## config.mk

```make
export PLATFORM = sky130hd
export DESIGN_NAME = mem
export DESIGN_NICKNAME = d
export VERILOG_FILES = /design/src/rtl/riscv_pkg.sv /design/src/rtl/reg_mem.sv /design/src/rtl/mem.sv
export SDC_FILE = /design/constraint.sdc
export NUM_CORES = 1
export LEC_CHECK = 0
export CAP_MARGIN = 40
export CORE_UTILIZATION = 44
export DETAILED_ROUTE_END_ITERATION = 8
export GPL_TIMING_DRIVEN = 0
export PLACE_DENSITY_LB_ADDON = 0.1
export SLEW_MARGIN = 20
export SYNTH_ARGS = -nofsm -noshare
export SYNTH_HDL_FRONTEND = slang
export SYNTH_SLANG_ARGS = --single-unit
```

## constraint.sdc

```tcl
create_clock -name i_clk -period 3.5 [get_ports i_clk]
set_clock_uncertainty 0.1 [all_clocks]
set_input_delay 0.525 -clock i_clk [delete_from_list [all_inputs] [get_ports i_clk]]
set_output_delay 0.525 -clock i_clk [all_outputs]
set_load 0.005 [all_outputs]
```

## src/rtl/riscv_pkg.sv

```systemverilog
// Encodings shared across the RV32I pipeline stages: result select,
// load/store funct3 codes and the MEM-stage access FSM states.
package riscv_pkg;

   localparam logic [1:0] RES_ALU = 2'b00;
   localparam logic [1:0] RES_MEM = 2'b01;
   localparam logic [1:0] RES_PC4 = 2'b10;

   localparam logic [2:0] F3_B  = 3'b000;
   localparam logic [2:0] F3_H  = 3'b001;
   localparam logic [2:0] F3_W  = 3'b010;
   localparam logic [2:0] F3_BU = 3'b100;
   localparam logic [2:0] F3_HU = 3'b101;

   typedef enum logic [1:0] {
      IDLE  = 2'd0,
      WAIT  = 2'd1,
      ABORT = 2'd2
   } mem_state_t;

endpackage

```

## src/rtl/reg_mem.sv

```systemverilog
// EX/MEM pipeline register; loads when en=1, holds otherwise, and
// resets to a bubble so nothing downstream writes the register file.
module reg_mem (
   input  logic        clk,
   input  logic        rst_n,
   input  logic        en,
   input  logic        reg_write_d,
   input  logic [1:0]  result_src_d,
   input  logic        mem_write_d,
   input  logic [2:0]  funct3_d,
   input  logic [31:0] alu_result_d,
   input  logic [31:0] write_data_d,
   input  logic [11:7] addr_des_d,
   input  logic [31:0] pc_plus4_d,
   output logic        reg_write_q,
   output logic [1:0]  result_src_q,
   output logic        mem_write_q,
   output logic [2:0]  funct3_q,
   output logic [31:0] alu_result_q,
   output logic [31:0] write_data_q,
   output logic [11:7] addr_des_q,
   output logic [31:0] pc_plus4_q
);

   always_ff @(posedge clk or negedge rst_n) begin
      // NOTE: every field is reset, not just the control bits, so the bubble
      // presents all-zero outputs; state updates use non-blocking assignment.
      if (!rst_n) begin
         reg_write_q  <= 1'b0;
         result_src_q <= 2'b00;
         mem_write_q  <= 1'b0;
         funct3_q     <= 3'b000;
         alu_result_q <= 32'h0;
         write_data_q <= 32'h0;
         addr_des_q   <= 5'd0;
         pc_plus4_q   <= 32'h0;
      end else if (en) begin
         reg_write_q  <= reg_write_d;
         result_src_q <= result_src_d;
         mem_write_q  <= mem_write_d;
         funct3_q     <= funct3_d;
         alu_result_q <= alu_result_d;
         write_data_q <= write_data_d;
         addr_des_q   <= addr_des_d;
         pc_plus4_q   <= pc_plus4_d;
      end
   end

endmodule

```

## src/rtl/mem.sv

```systemverilog
// MEM stage: EX/MEM register, ready/valid data-memory port with timeout,
// store lane formatting and load extension feeding write-back.
module mem
   import riscv_pkg::*;
#(
   parameter int unsigned TIMEOUT = 16
) (
   input  logic        i_clk,
   input  logic        i_rst_n,
   input  logic        i_reg_write_EX,
   input  logic [1:0]  i_result_src_EX,
   input  logic        i_mem_write_EX,
   input  logic [2:0]  i_funct3_EX,
   input  logic [31:0] i_alu_result_EX,
   input  logic [31:0] i_write_data_EX,
   input  logic [11:7] i_addr_des_EX,
   input  logic [31:0] i_pc_plus4_EX,
   output logic        o_dmem_req,
   output logic        o_dmem_we,
   output logic [31:0] o_dmem_addr,
   output logic [3:0]  o_dmem_be,
   output logic [31:0] o_dmem_wdata,
   input  logic        i_dmem_ready,
   input  logic [31:0] i_dmem_rdata,
   output logic        o_reg_write_MEM,
   output logic [1:0]  o_result_src_MEM,
   output logic [31:0] o_alu_result_MEM,
   output logic [31:0] o_data_MEM,
   output logic [11:7] o_addr_des_MEM,
   output logic [31:0] o_pc_plus4_MEM,
   output logic        o_stall_MEM,
   output logic        o_misalign,
   output logic        o_bus_err
);

   localparam logic [7:0] TIMEOUT_CNT = 8'(TIMEOUT);

   logic        reg_write;
   logic [1:0]  result_src;
   logic        mem_write;
   logic [2:0]  funct3;
   logic [31:0] alu_result;
   logic [31:0] write_data;
   logic [11:7] addr_des;
   logic [31:0] pc_plus4;

   mem_state_t  state;
   logic [7:0]  cnt;
   logic [7:0]  cnt_next;
   logic        mem_op;
   logic        aligned;
   logic        misalign;
   logic        req;
   logic        stall;
   logic [3:0]  be;
   logic [31:0] wdata;
   logic [15:0] lane;
   logic [31:0] load_data;

   reg_mem u_reg_mem (
      .clk          (i_clk),
      .rst_n        (i_rst_n),
      .en           (!stall),
      .reg_write_d  (i_reg_write_EX),
      .result_src_d (i_result_src_EX),
      .mem_write_d  (i_mem_write_EX),
      .funct3_d     (i_funct3_EX),
      .alu_result_d (i_alu_result_EX),
      .write_data_d (i_write_data_EX),
      .addr_des_d   (i_addr_des_EX),
      .pc_plus4_d   (i_pc_plus4_EX),
      .reg_write_q  (reg_write),
      .result_src_q (result_src),
      .mem_write_q  (mem_write),
      .funct3_q     (funct3),
      .alu_result_q (alu_result),
      .write_data_q (write_data),
      .addr_des_q   (addr_des),
      .pc_plus4_q   (pc_plus4)
   );

   assign mem_op = (result_src == RES_MEM) || mem_write;

   // Size code 11 has no RV32I meaning and is dropped like a misaligned access.
   always_comb begin
      // NOTE: default assigned first so every path drives the signal and no latch is inferred.
      aligned = 1'b0;
      case (funct3[1:0])
         2'b00:   aligned = 1'b1;
         2'b01:   aligned = !alu_result[0];
         2'b10:   aligned = (alu_result[1:0] == 2'b00);
         default: aligned = 1'b0;
      endcase
   end

   assign misalign = mem_op && !aligned;
   assign req      = mem_op && aligned && (state != ABORT);
   assign stall    = req && !i_dmem_ready;
   assign cnt_next = cnt + 8'd1;

   always_comb begin
      be    = 4'b0000;
      wdata = write_data;
      case (funct3[1:0])
         2'b00: begin
            be    = 4'b0001 << alu_result[1:0];
            wdata = {4{write_data[7:0]}};
         end
         2'b01: begin
            be    = alu_result[1] ? 4'b1100 : 4'b0011;
            wdata = {2{write_data[15:0]}};
         end
         2'b10:   be = 4'b1111;
         default: be = 4'b0000;
      endcase
   end

   always_comb begin
      load_data = 32'h0;
      lane      = 16'(i_dmem_rdata >> {alu_result[1:0], 3'b000});
      if (result_src == RES_MEM) begin
         case (funct3)
            F3_B:    load_data = {{24{lane[7]}}, lane[7:0]};
            F3_H:    load_data = {{16{lane[15]}}, lane[15:0]};
            F3_BU:   load_data = {24'h0, lane[7:0]};
            F3_HU:   load_data = {16'h0, lane[15:0]};
            default: load_data = i_dmem_rdata;
         endcase
      end
   end

   // IDLE and WAIT share the count-up path; cnt is 0 in IDLE.
   always_ff @(posedge i_clk or negedge i_rst_n) begin
      if (!i_rst_n) begin
         state <= IDLE;
         cnt   <= 8'd0;
      end else begin
         case (state)
            IDLE, WAIT: begin
               if (stall) begin
                  cnt   <= cnt_next;
                  state <= (cnt_next == TIMEOUT_CNT) ? ABORT : WAIT;
               end else begin
                  cnt   <= 8'd0;
                  state <= IDLE;
               end
            end
            ABORT: begin
               cnt   <= 8'd0;
               state <= IDLE;
            end
            default: begin
               cnt   <= 8'd0;
               state <= IDLE;
            end
         endcase
      end
   end

   assign o_dmem_req   = req;
   assign o_dmem_we    = mem_write;
   assign o_dmem_addr  = {alu_result[31:2], 2'b00};
   assign o_dmem_be    = req ? be : 4'b0000;
   assign o_dmem_wdata = wdata;

   // Write-back must not capture a stalled, aborted or dropped result.
   assign o_reg_write_MEM  = reg_write && !stall && (state != ABORT) && !misalign;
   assign o_result_src_MEM = result_src;
   assign o_alu_result_MEM = alu_result;
   assign o_data_MEM       = load_data;
   assign o_addr_des_MEM   = addr_des;
   assign o_pc_plus4_MEM   = pc_plus4;
   assign o_stall_MEM      = stall;
   assign o_misalign       = misalign;
   assign o_bus_err        = (state == ABORT);

endmodule
```

==> results summary <==
The run finished with clean final reports. The later pin in the worst-skew pair is clocked with a latency of 0.41 ns. The count of final hold-check violations is 0.

The count of boundary I/O pins is 320. The cell at the root of the clock tree is sky130_fd_sc_hd__clkbuf_16. The clock-pin slew reported for the worst setup and hold paths after clock tree synthesis is 0.05 ns. The worst setup path is of the input port to output pin kind. The number of max-slew violations in the final report is 0. The uppermost signal routing layer after detailed routing is met4. On the critical path, the stage with the largest delay is an instance of sky130_fd_sc_hd__clkdlybuf4s50_1. The number of flip-flops and latches in the synthesized netlist came out at 118. Counting flops with a built-in enable in the synthesized netlist gives 0. The number of antenna diodes in the final layout is 0. In this run the critical register-to-register path is launched from u_reg_mem.result_src_q[1]$_DFFE_PN0N_.

The post-detailed-route count of antenna-violating nets came out at 0. The maximum VDD drop came out at 402 uV. The overall overflow remaining after global route came out at 0. STA classifies the critical path startpoint as an input port. In the final layout, flip-flops and latches occupy 2950 um^2.

At the pin with the least slew margin, the transition time is 0.819 ns. After synthesis the cells add up to 6530 um^2. The number of cells on the worst reg-to-reg path came out at 6. Hold timing on the final database bottoms out at a slack of 0.404 ns.

The power share of the clock group is 0.367. The combinational cell fraction of total power came out at 0.306. The sequential element share of the synthesized area is 0.452. Along the worst path, the maximum fanout reaches 6. The largest stage delay on the critical path is 0.55 ns. At the worst endpoint, the arrival time is 2.80 ns.

The internal power contribution came out at 0.00372 W. The wire length of the first global-routing pass is 29.3 mm. Timing would allow up to 292 MHz. The setup violation total in the final timing report is 0.

The first-pass detailed-route iteration total is 4. The smallest clock period supported by the final layout is computed as 3.42 ns. The fraction of registers with async set/reset came out at 1.00.

The post-route met1 wirelength is 7.51 mm. The detailed-route wire length is 19.9 mm. The kind of end point of the critical path is an output pin. Measured against its own limit, the worst slew margin works out to 0.454.

The largest net degree at the start of global routing came out at 78. TritonCTS built the clock tree. After detailed routing, the met3 layer carries 1.65 mm of wire.

The total clock buffers created by CTS came out at 17. The core area came out at 14500 um^2. The deepest level of the CTS H-tree came out at 4. The number of global-route vias before repair came out at 5456. The number of max-cap violations came out at 0. The type of the worst min-delay path is flop to flop. Walking the worst path, the cells encountered are clkdlybuf4s50_1, mux2i_1, mux4_2, nor4_4, buf_4, a21o_1, clkdlybuf4s50_1.

The worst register-to-register path ends at u_reg_mem.write_data_q[25]$_DFFE_PN0N_. The clock net in this run drives a total of 118 sinks. The part of the total power dissipated in sequential elements is 0.326.

The number of fill cells came out at 1002. After the first detailed-routing iteration, the DRC count stood at 150. The start point of the critical path is i_dmem_rdata[31]. The switching part of the total came out at 0.255. The critical path ends at o_data_MEM[17]. The quantity of I/O buffers inserted on ports is 317. The leakage power total is 4.98 nW. The cell row count came out at 44. Setup repair after global routing left no endpoint under its margin. The area growth from synthesis to layout is 63.5%. The number of buffers and inverters on the critical path is 3.

The die extent in x came out at 124 um. The most used flip-flop cell after synthesis is sky130_fd_sc_hd__dfrtp_1. The met2 wirelength from detailed routing came out at 10.3 mm. The routability congestion estimate from global placement is 0.878. The maximum clock insertion buffer count is 2. The cell class contributing the biggest share of worst-path delay is buffers and inverters. The initial antenna violation count is 0.

The area of the die came out at 15300 um^2. Summed over all failing endpoints, the final setup total negative slack is 0 ns. The required time at the worst-slack endpoint came out at 2.87 ns. The average cell area after synthesis is 13.0 um^2. Summing all multi-input logic gate instances after layout gives 3040 um^2. The synthesis warning total is 0. Detailed routing inserted a total of 5347 vias. The cell count after synthesis came out at 504. By instance count, the cell type seen most on the critical path is sky130_fd_sc_hd__clkdlybuf4s50_1. Setup slack on the worst reg-to-reg path comes out at 1.07 ns. Once detailed placement completed, the half-perimeter wirelength came to 15.1 mm.

The post-route fraction of the period consumed by the critical path is 0.978. After detailed routing, the number of remaining DRC violations is 0. The total global-route track usage came out at 0.259. The starting density of the core came out at 0.449. The routed via count divided by cell count came out at 5.12. Counting buffers and inverters, the worst setup path is 7 cells deep. The layout net count is 992. The ratio of total power to cell area came out at 468 nW/um^2. The average wire per cell in the routed design is 19.1 um. The net switching power came out at 0.00127 W. The layout cell share with drive strength beyond 1 is 0.276.

In this run the vertical extent of the chip is 124 um. Synthesis instantiated 47 different standard cells from the library.
[stage by stage]
step                      power (W)  utilization  cells  instance area (um^2)  worst slack, ns
after floorplan             0.00232            -    505                  6540            0.961
after global routing        0.00520        0.735   1044                 10700         0.000761
after detailed placement    0.00316        0.686   1008                  9970           -0.352
after global placement      0.00313        0.684   1006                  9940            -2.69
after CTS                   0.00502        0.731   1042                 10600          0.00538
final                       0.00499        0.735   1044                 10700           0.0770
[cell usage after synthesis, types with 2 or more instances]
cell	instances	area, um^2
sky130_fd_sc_hd__a21o_1	16	120
sky130_fd_sc_hd__a21oi_1	6	30.0
sky130_fd_sc_hd__a221oi_1	8	70.1
sky130_fd_sc_hd__a22o_1	7	61.3
sky130_fd_sc_hd__a22oi_1	7	52.6
sky130_fd_sc_hd__and2_1	2	12.5
sky130_fd_sc_hd__buf_1	2	7.51
sky130_fd_sc_hd__buf_2	5	25.0
sky130_fd_sc_hd__buf_4	41	308
sky130_fd_sc_hd__buf_6	12	135
sky130_fd_sc_hd__clkbuf_1	14	52.6
sky130_fd_sc_hd__dfrtp_1	118	2950
sky130_fd_sc_hd__ha_1	2	25.0
sky130_fd_sc_hd__inv_1	13	48.8
sky130_fd_sc_hd__mux2_2	35	394
sky130_fd_sc_hd__mux2_4	98	1470
sky130_fd_sc_hd__mux2i_1	19	190
sky130_fd_sc_hd__nand2_1	20	75.1
sky130_fd_sc_hd__nand2b_1	5	31.3
sky130_fd_sc_hd__nand3_1	4	20.0
sky130_fd_sc_hd__nor2_1	21	78.8
sky130_fd_sc_hd__nor2b_1	5	31.3
sky130_fd_sc_hd__o21ai_0	9	45.0
sky130_fd_sc_hd__o2bb2ai_1	7	61.3
sky130_fd_sc_hd__or4_1	2	15.0
sky130_fd_sc_hd__xnor2_1	2	17.5
sky130_fd_sc_hd__xor2_1	4	35.0
[worst reg2reg max path: cells and delay by family (launching register included)]
family / cells / cell delay, ns
flops: 1 / 0.37
simple gates: 3 / 0.56
mux: 1 / 0.41
buf+inv: 2 / 0.86
[worst min-delay path by stage]
| stage | endpoint | cells past startpoint | slack [ns] | start |
|---|---|---|---|---|
| after detailed placement | u_reg_mem.write_data_q[4]$_DFFE_PN0N_ | 1 | 0.37 | i_rst_n |
| final | u_reg_mem.write_data_q[29]$_DFFE_PN0N_ | 1 | 0.40 | u_reg_mem.write_data_q[29]$_DFFE_PN0N_ |
| after global placement | u_reg_mem.write_data_q[19]$_DFFE_PN0N_ | 1 | 0.39 | u_reg_mem.write_data_q[19]$_DFFE_PN0N_ |
| after CTS | u_reg_mem.write_data_q[19]$_DFFE_PN0N_ | 1 | 0.41 | u_reg_mem.write_data_q[19]$_DFFE_PN0N_ |
| after floorplan | cnt[0]$_DFF_PN0_ | 0 | 0.13 | i_rst_n |
| after global routing | u_reg_mem.write_data_q[28]$_DFFE_PN0N_ | 1 | 0.41 | u_reg_mem.write_data_q[28]$_DFFE_PN0N_ |
[logic make-up (layout without fill, tap and decap cells)]
kind of cell,count (synthesis),count (layout),synth area share
XOR/XNOR,6,6,0.00804
AO/OA/AOI/OAI,69,69,0.0778
flip-flops,118,118,0.452
adder cells (fa/ha/maj),2,2,0.00383
AND/OR/NAND/NOR,68,68,0.0513
other,1,2,0.000574
buffers and inverters,87,442,0.0883
multiplexers,153,153,0.318
[power groups by stage]
stage | Sequential (W) | Clock [W] | Combinational, W
3_3_place_gp | 0.00164 | 0 | 0.00149
6_report | 0.00163 | 0.00183 | 0.00153
4_1_cts | 0.00163 | 0.00186 | 0.00153
2_1_floorplan | 0.00163 | 0 | 0.000689
5_1_grt | 0.00165 | 0.00192 | 0.00163
3_5_place_dp | 0.00164 | 0 | 0.00152
[area by class of cell]
| class | instances | area share |
|---|---|---|
| Buffer | 74 | 0.0511 |
| Clock buffer | 20 | 0.0418 |
| Clock inverter | 12 | 0.0165 |
| Inverter | 13 | 0.00457 |
| Multi-Input combinational cell | 300 | 0.285 |
| Sequential cell | 118 | 0.277 |
| Tap cell | 184 | 0.0216 |
| Timing Repair Buffer | 323 | 0.303 |
[cell usage in the layout, fill, tap and decap left out, types with 4 or more instances in the layout]
master                            synthesis  layout
sky130_fd_sc_hd__a21o_1                  16      16
sky130_fd_sc_hd__a21oi_1                  6       6
sky130_fd_sc_hd__a221oi_1                 8       6
sky130_fd_sc_hd__a22o_1                   7       7
sky130_fd_sc_hd__a22oi_1                  7       7
sky130_fd_sc_hd__buf_2                    5       4
sky130_fd_sc_hd__buf_4                   41      43
sky130_fd_sc_hd__buf_6                   12      13
sky130_fd_sc_hd__bufinv_16                0       4
sky130_fd_sc_hd__clkbuf_1                14      14
sky130_fd_sc_hd__clkbuf_16                0      17
sky130_fd_sc_hd__clkdlybuf4s50_1          0     315
sky130_fd_sc_hd__dfrtp_1                118     118
sky130_fd_sc_hd__inv_1                   13      13
sky130_fd_sc_hd__mux2_2                  35      35
sky130_fd_sc_hd__mux2_4                  98      98
sky130_fd_sc_hd__mux2i_1                 19      19
sky130_fd_sc_hd__nand2_1                 20      20
sky130_fd_sc_hd__nand2b_1                 5       5
sky130_fd_sc_hd__nand3_1                  4       4
sky130_fd_sc_hd__nor2_1                  21      21
sky130_fd_sc_hd__nor2b_1                  5       4
sky130_fd_sc_hd__o21ai_0                  9       9
sky130_fd_sc_hd__o2bb2ai_1                7       7
sky130_fd_sc_hd__xor2_1                   4       4
[routing by layer]
layer  vias to the layer above  global-route usage
met1                      2627               0.282
met3                        38              0.0810
met5                         -                   0
met4                         0              0.0979
li1                       2435                   -
met2                       247               0.466
[flip-flops by register name, indices dropped and copies added, names as in the netlist]
register / flops
cnt: 8
state: 2
u_reg_mem.addr_des_q: 5
u_reg_mem.alu_result_q: 32
u_reg_mem.funct3_q: 3
u_reg_mem.mem_write_q: 1
u_reg_mem.pc_plus4_q: 32
u_reg_mem.reg_write_q: 1
u_reg_mem.result_src_q: 2
u_reg_mem.write_data_q: 32
[what timing repair did]
item / in CTS / in global routing
resized for setup: 3 / 12
hold buffers: 1 / 0
endpoints found under the setup margin: 17 / 27
setup buffers: 1 / 0
hold endpoints to repair: 41 / 0
gates cloned: 0 / 1
pin swaps: 1 / 1
(Power assumes the default switching activity.)
